**src/rtl/step_seq_pkg.sv**
```systemverilog
// Shared opcodes, sequencer state encoding and step increments for the stepper move sequencer.
package step_seq_pkg;

  localparam logic [1:0] OP_MOVR   = 2'd0;
  localparam logic [1:0] OP_MOVRHS = 2'd1;
  localparam logic [1:0] OP_PAUSE  = 2'd2;
  localparam logic [1:0] OP_NOP    = 2'd3;

  // Positions count half-steps, so a full step moves two units.
  localparam int INC_FULL = 2;
  localparam int INC_HALF = 1;

  typedef enum logic [2:0] {
    S_IDLE,
    S_LOAD,
    S_STEP,
    S_DELAY,
    S_PDELAY
  } state_t;

endpackage

```
**src/rtl/step_delay_timer.sv**
```systemverilog
// Loadable down-counter pacing steps and pauses; expired is high during the load_val-th enabled cycle.
// No handshake: load wins over enable, and the count holds while enable is low.
module step_delay_timer #(
  parameter int DLY_W = 20
) (
  input  logic             clk,
  input  logic             reset_n,
  input  logic             load,
  input  logic [DLY_W-1:0] load_val,
  input  logic             enable,
  output logic             expired
);

  logic [DLY_W-1:0] cnt_q;

  always_ff @(posedge clk) begin
    if (!reset_n) begin
      cnt_q <= '0;
    end else if (load) begin
      cnt_q <= load_val;
    end else if (enable && (cnt_q != '0)) begin
      cnt_q <= cnt_q - DLY_W'(1);
    end
  end

  assign expired = enable && (cnt_q == DLY_W'(1));

endmodule

```
**src/rtl/step_move_sequencer.sv**
```systemverilog
// Multi-channel stepper sequencer: MOVR/MOVRHS/PAUSE/NOP with paced steps and a done pulse; first step at accept+3.
// One command in flight: cmd_ready is high only in IDLE, and abort ends the current command on the next cycle.
module step_move_sequencer
  import step_seq_pkg::*;
#(
  parameter  int NUM_CH = 2,
  parameter  int POS_W  = 8,
  parameter  int CNT_W  = 8,
  parameter  int DLY_W  = 20,
  localparam int CH_W   = (NUM_CH > 1) ? $clog2(NUM_CH) : 1
) (
  input  logic                    clk,
  input  logic                    reset_n,
  input  logic                    cmd_valid,
  output logic                    cmd_ready,
  input  logic [1:0]              cmd_op,
  input  logic [CH_W-1:0]         cmd_ch,
  input  logic signed [CNT_W-1:0] cmd_count,
  input  logic [DLY_W-1:0]        cmd_delay,
  input  logic                    abort,
  output logic [NUM_CH*POS_W-1:0] pos_q,
  output logic [NUM_CH-1:0]       step_pulse,
  output logic [NUM_CH-1:0]       dir,
  output logic                    busy,
  output logic                    done,
  output logic                    err,
  output logic                    aborted
);

  localparam logic signed [CNT_W-1:0] ONE = 1;

  state_t                  state_q, state_d;
  logic [1:0]              op_q;
  logic [CH_W-1:0]         ch_q;
  logic signed [CNT_W-1:0] count_q;
  logic signed [CNT_W-1:0] temp_q;
  logic [DLY_W-1:0]        dly_q;
  logic [POS_W-1:0]        pos_r [NUM_CH];

  logic accept, ch_ok, step_neg;
  logic do_step, temp_load, tmr_load, tmr_en, tmr_expired;
  logic done_d, err_d, aborted_d;
  logic [POS_W-1:0] inc;

  assign accept    = (state_q == S_IDLE) && cmd_valid;
  assign ch_ok     = (int'(ch_q) < NUM_CH);
  assign step_neg  = temp_q[CNT_W-1];
  assign inc       = (op_q == OP_MOVR) ? POS_W'(INC_FULL) : POS_W'(INC_HALF);
  assign cmd_ready = (state_q == S_IDLE);
  assign busy      = !cmd_ready;

  for (genvar g = 0; g < NUM_CH; g++) begin : g_pos
    assign pos_q[g*POS_W +: POS_W] = pos_r[g];
  end

  step_delay_timer #(
    .DLY_W(DLY_W)
  ) u_timer (
    .clk     (clk),
    .reset_n (reset_n),
    .load    (tmr_load),
    .load_val(dly_q),
    .enable  (tmr_en),
    .expired (tmr_expired)
  );

  always_comb begin
    state_d   = state_q;
    done_d    = 1'b0;
    err_d     = 1'b0;
    aborted_d = 1'b0;
    do_step   = 1'b0;
    temp_load = 1'b0;
    tmr_load  = 1'b0;
    tmr_en    = 1'b0;
    case (state_q)
      S_IDLE: begin
        if (cmd_valid) state_d = S_LOAD;
      end
      S_LOAD: begin
        if (abort) begin
          state_d   = S_IDLE;
          done_d    = 1'b1;
          aborted_d = 1'b1;
        end else if (op_q == OP_PAUSE) begin
          tmr_load = 1'b1;
          state_d  = S_PDELAY;
        end else if (op_q == OP_NOP) begin
          state_d = S_IDLE;
          done_d  = 1'b1;
        end else if (!ch_ok) begin
          state_d = S_IDLE;
          done_d  = 1'b1;
          err_d   = 1'b1;
        end else begin
          temp_load = 1'b1;
          state_d   = S_STEP;
        end
      end
      S_STEP: begin
        // Abort wins over a pending step so the position is left untouched.
        if (abort) begin
          state_d   = S_IDLE;
          done_d    = 1'b1;
          aborted_d = 1'b1;
        end else if (temp_q == '0) begin
          state_d = S_IDLE;
          done_d  = 1'b1;
        end else begin
          do_step  = 1'b1;
          tmr_load = 1'b1;
          state_d  = S_DELAY;
        end
      end
      S_DELAY, S_PDELAY: begin
        if (abort) begin
          state_d   = S_IDLE;
          done_d    = 1'b1;
          aborted_d = 1'b1;
        end else begin
          tmr_en = 1'b1;
          if (tmr_expired) begin
            state_d = (state_q == S_DELAY) ? S_STEP : S_IDLE;
            done_d  = (state_q == S_PDELAY);
          end
        end
      end
      default: state_d = S_IDLE;
    endcase
  end

  always_ff @(posedge clk) begin
    if (!reset_n) begin
      state_q    <= S_IDLE;
      op_q       <= OP_NOP;
      ch_q       <= '0;
      count_q    <= '0;
      temp_q     <= '0;
      dly_q      <= DLY_W'(1);
      dir        <= '0;
      step_pulse <= '0;
      done       <= 1'b0;
      err        <= 1'b0;
      aborted    <= 1'b0;
      for (int i = 0; i < NUM_CH; i++) pos_r[i] <= '0;
    end else begin
      state_q    <= state_d;
      done       <= done_d;
      err        <= err_d;
      aborted    <= aborted_d;
      step_pulse <= '0;
      if (accept) begin
        op_q    <= cmd_op;
        ch_q    <= cmd_ch;
        count_q <= cmd_count;
        dly_q   <= (cmd_delay == '0) ? DLY_W'(1) : cmd_delay;
      end
      if (temp_load) temp_q <= count_q;
      if (do_step) begin
        temp_q <= step_neg ? temp_q + ONE : temp_q - ONE;
        for (int i = 0; i < NUM_CH; i++) begin
          if (CH_W'(i) == ch_q) begin
            pos_r[i]      <= step_neg ? pos_r[i] - inc : pos_r[i] + inc;
            dir[i]        <= step_neg;
            step_pulse[i] <= 1'b1;
          end
        end
      end
    end
  end

endmodule

```
**config.mk**
```make
export PLATFORM = sky130hd
export DESIGN_NAME = step_move_sequencer
export DESIGN_NICKNAME = d
export VERILOG_FILES = /design/src/rtl/step_seq_pkg.sv /design/src/rtl/step_delay_timer.sv /design/src/rtl/step_move_sequencer.sv
export SDC_FILE = /design/constraint.sdc
export NUM_CORES = 1
export LEC_CHECK = 0
export CAP_MARGIN = 20
export CORE_AREA = 3 3 95 97
export CTS_CLUSTER_SIZE = 25
export DETAILED_ROUTE_END_ITERATION = 12
export DIE_AREA = 0 0 98 100
export MAX_ROUTING_LAYER = met4
export PLACE_DENSITY = 0.91
export SKIP_LAST_GASP = 1
export SYNTH_ARGS = -nofsm -noshare
export SYNTH_HDL_FRONTEND = slang
export SYNTH_HIERARCHICAL = 1
export SYNTH_SLANG_ARGS = --single-unit
```
**constraint.sdc**
```tcl
create_clock -name clk -period 4.7 [get_ports clk]
set_input_delay 0.94 -clock clk [delete_from_list [all_inputs] [get_ports clk]]
set_output_delay 0.94 -clock clk [all_outputs]
set_load 0.05 [all_outputs]
```
# Word level (Yosys, flattened, before mapping)
# Memories as Yosys holds them, arrays and structs flattened.
# Index checks and enable logic that the tools add are counted.
# totals
ff_bits	68
ram_bits	16
out_inout_bits	25
memories	1
# memory_table
name	words	width	read_ports	rd_ports_with_merged_regs	write_ports	line	source
pos_r	2	8	2	0	2	step_move_sequencer.sv:38	logic [POS_W-1:0] pos_r [NUM_CH];
# classes
add_sub_neg	7
eq_ne	9
muxes	51
bitwise_logic	3
reduce_logical	18
# op_table
op	count
$mux W20	3
$mux W8	7
$mux W1	28
$eq A20 B1 Y1 const B	1
$logic_not A20 Y1	1
$reduce_bool A20 Y1	1
$sub A20 B1 Y20 const B	1
$add A8 B2 Y8	2
$sub A8 B2 Y8	2
$mux W3	5
$pmux W3 S4	1
$mux W2	5
$reduce_and A2 Y1	5
$add A8 B2 Y8 const B	1
$logic_not A8 Y1	1
$sub A8 B2 Y8 const B	1
$eq A3 B2 Y1 const B	2
$eq A2 B2 Y1 const B	2
$reduce_bool A2 Y1	2
$reduce_or A4 Y1	1
$eq A3 B1 Y1 const B	1
$eq A3 B3 Y1 const B	1
$logic_and A1 B1 Y1	3
$logic_not A3 Y1	1
9 further kinds	10

# Logic depth before layout (Yosys ltp)
# depth
depth_word	8
depth_mapped	12
ltp_nobuf	10

# Hierarchy
# The synthesis kept the hierarchy.
# by_module_without_submodules
module	instances	cells_per_inst	area_each_um2	seq_area_each_um2
step_move_sequencer	1	396	3357.0	1441.4
step_delay_timer	1	150	1263.7	400.4

# Worst setup path before layout
# Ideal clock, no wire load.
# synth_path
path_type	in2reg
from	in abort
to	reg u_timer.cnt_q[14]
setup_ns	0.115
t_arrival_ns	2.814
required_ns	4.585
path_slack_ns	1.771
stages	7
cell_sequence	or3b_1 > or4b_1 > nand2_1 > clkbuf_1 > clkbuf_1 > o21ai_0 > o21a_1
# synth_rtl
item	line	source
start: declaration	step_move_sequencer.sv:20	input logic abort,
$mux W1 (on tied branches)	step_move_sequencer.sv:102, step_move_sequencer.sv:81	
$pmux W1 S2 *	step_move_sequencer.sv:76	case (state_q)
named net tmr_load	step_move_sequencer.sv:41	logic do_step, temp_load, tmr_load, tmr_en, tmr_expired;
$mux W20 / $reduce_bool A2 Y1 (equally long branches)	n/a	
end signal: assignment	step_delay_timer.sv:20	cnt_q <= load_val;
end signal: assignment	step_delay_timer.sv:22	cnt_q <= cnt_q - DLY_W'(1);
end: declaration	step_delay_timer.sv:14	logic [DLY_W-1:0] cnt_q;
# Mark *: on every way through the listed nets, which the timed path passes. The rest lies on a longest branch.
# A chain may end at the register's enable or synchronous reset.

# Worst setup path after layout
# layout_path
from	in abort
to	reg u_timer.cnt_q[6]
# The elaborated chain is that of the path after synthesis.

==> impl_metrics.yaml <==
setup_path:
  crit_required_ps: 4930
  path_class: "in -> reg"
  path_buf_inv: 3
  crit_chain: "clkdlybuf4s50_1, or3b_1, or4b_1, nand2_1, buf_4, clkinv_1, and3_1, a22oi_1, a21oi_1"
  slowest_delay_ps: 640
  crit_family: "simple AND/OR/NAND/NOR gates"
  slowest_stage: "clkinv_1"
  endpoint_kind: "register"
  cp-start-kind: "input pin"
  crit_arrival_ps: 4070
  critPathMaxFanout: 28
die:
  core_um2: 8217
  die_w_um: 98
  die_y_um: 100
  fp.dieArea_um2: 9800
  io_pins: 60
  fp-row-count: 33
  start_util_pct: 56.24
synthesis:
  ys_warn_count: 6
  synth-seq-cells: 84
  synth.avg_cell_area_um2: 8.463
  yosysTopAreaCell: "dfxtp_1"
  synth_area_leaders: "dfxtp_1 (29%), edfxtp_1 (10%), nand2_1 (7.4%), ha_1 (6.5%), a21oi_1 (6.4%)"
  yosysMostFrequentCell: "nand2_1"
  synth_cells: 546
  synth_top_area_share_pct: 29.46
  ys_async_sr_fraction_pct: 0
  synth-edff-count: 16
  synth.yosys.seq_area_share_pct: 39.86
  synth_cell_type_count: 67
  syn-num-nets: 606
  synth_common_cells: "nand2_1 (91), dfxtp_1 (68), a21oi_1 (59)"
  synth_area_um2: 4621
  ys.flop_type: "dfxtp_1"
power_and_ir_drop:
  p_leak_nw: 2.079
  power.density_nw_per_um2: 299.7
  peakVddDrop_uv: 197.9
  fin_total_pwr_w: 0.001631
clock_tree:
  clk_root_buffer_cell: "clkbuf_8"
  ctsHoldBuffers: 0
  cts-buffers-inserted: 9
  cts_resized: 0
  clk_path_buf_depth: 2
  postCtsSetupBuffers: 0
  worstSkewPairLatency_ps: 360
  cts.sinks: 84
  cts_tree: "built"
  clk_pin_slew_ps: 80
  cts.htree.levels: 3
global_route:
  antenna_found_initial: 0
  grt.overflow.total: 0
  grt_max_degree: 32
  grt_pass1_wl_um: 18410
  track_usage_pct: 23.13
  grt_pass1_vias: 4062
routing:
  wl_per_cell_um: 15.87
  drc: 0
  vias_per_cell: 6.101
  drtPass1Iterations: 5
  ant_nets: 0
  routed_wl_um: 11130
  routed-via-count: 4277
  drtIter0Drc: 337
sta:
  fin_crit_sh_pct: 81.72
  drv_slew: 0
  setup_tns_ps: 0
  maxSlewHeadroom_pct: 32.81
  finalHoldViolations: 0
  finalSetupViolCount: 0
  fin_hold_ws_ps: 456.3
  max_freq_ghz: 0.2604
  worstMarginPinSlew_ps: 1005
  period_minus_slack_ps: 3841
  clock_skew_ps: 14.38
  rsz0062_at_grt: "no"
cells_and_area:
  drive_above_1_share_pct: 5.705
  post-route-util_pct: 66.26
  multi_input_area_um2: 2580
  fill_cells: 650
  seq_area_um2: 1842
  area_growth_pct: 17.82
  nets: 651
  diodes: 0
placement:
  dp_hpwl_um: 7872
  io_buffers: 58
  gp_congestion: 0.8933
outcome:
  status: "finished clean"
worst_hold_path:
  hold_path.class: "reg -> reg"
job:
  drv_cap: 0
power by group:
part           switching [W]  total [W]  internal [W]  leakage, nW
clock network       0.000265   0.000527      0.000262       0.0961
registers          0.0000334   0.000801      0.000768        0.719
logic               0.000184   0.000303      0.000119         1.26
per-layer routing:
layer / part of all wire (%) / vias to the layer above / GRT usage (%) / wire (um)
li1: - / 2079 / - / -
met2: 51 / 142 / 40.47 / 5724
met3: 4.6 / 21 / 3.822 / 517
met1: 42 / 2035 / 27.26 / 4692
met4: 1.7 / 0 / 7.455 / 192
met5: 0 / - / - / 0
layout by cell type, fill, tap and decap left out, types with 3 or more instances in the layout:
master | Yosys | routed
nand2_1 | 91 | 91
dfxtp_1 | 68 | 68
a21oi_1 | 59 | 59
clkdlybuf4s50_1 | 0 | 58
nor2_1 | 36 | 36
ha_1 | 24 | 24
o21ai_0 | 23 | 23
edfxtp_1 | 16 | 16
inv_1 | 15 | 15
nand3_1 | 14 | 14
xnor2_1 | 14 | 14
a31oi_1 | 14 | 14
nor3_1 | 11 | 11
a211oi_1 | 10 | 10
clkbuf_8 | 0 | 10
xor2_1 | 7 | 7
nor4_1 | 7 | 7
and3_1 | 7 | 7
or4_1 | 7 | 7
o31ai_1 | 7 | 7
or3_1 | 6 | 6
a21o_1 | 6 | 6
o21a_1 | 5 | 5
a311oi_1 | 5 | 5
o211ai_1 | 5 | 5
nor3b_1 | 4 | 4
o311a_1 | 4 | 4
buf_4 | 2 | 4
o21ai_1 | 3 | 3
nor4_2 | 3 | 3
nand2b_1 | 3 | 3
path summary, 6_finish.rpt:
path | cells after the start | slack (ps) | endpoint | start
max reg2reg | 10 | 990 | u_timer/cnt_q[6]$_SDFFE_PN0P_ | temp_q[7]$_SDFFE_PN0P_
min | 2 | 460 | dly_q[10]$_SDFFE_PN0P_ | dly_q[10]$_SDFFE_PN0P_
max | 9 | 860 | u_timer/cnt_q[6]$_SDFFE_PN0P_ | abort
min reg2reg | 2 | 460 | dly_q[10]$_SDFFE_PN0P_ | dly_q[10]$_SDFFE_PN0P_
state kept, by name, summed over array words and instances (netlist names):
signal         count
pos_r             16
temp_q             8
step_pulse         2
u_timer/cnt_q     20
ch_q               1
dly_q             20
op_q               2
state_q            3
done               1
aborted            1
dir                2
count_q            8
logic make-up after synthesis:
| kind of cell | count (synthesis) | share of synthesized area, % |
|---|---|---|
| AOI/OAI and AO/OA | 158 | 21.93 |
| xor gates and xnor gates | 21 | 3.981 |
| adders and majority gates | 26 | 7.149 |
| buffers and inverters | 46 | 4.305 |
| DFF | 84 | 39.86 |
| muxes | 1 | 0.2166 |
| other | 1 | 0.08116 |
| and+or+nand+nor | 209 | 22.48 |
through the flow:
step,setup slack (ps),std cells,area (um2)
2_1_floorplan,1771,546,4621
3_3_place_gp,709.3,684,5228
3_5_place_dp,632.2,684,5228
4_1_cts,964.8,700,5429
5_1_grt,719.1,701,5444
6_report,859.1,701,5444
worst min-delay path: stages, from the launching register on:
cell and delay, ps:
dfxtp_1 310, nand2_1 50, a21oi_1 50
cell type report:
cell class	count	share of cell area, %
Tap cell	105	2.413
Clock buffer	11	2.597
Inverter	17	1.172
Clock inverter	5	1.103
Sequential cell	84	33.83
Multi-Input combinational cell	416	47.39
Timing Repair Buffer	63	11.49
No activity file was read; power rests on OpenSTA's default activity.
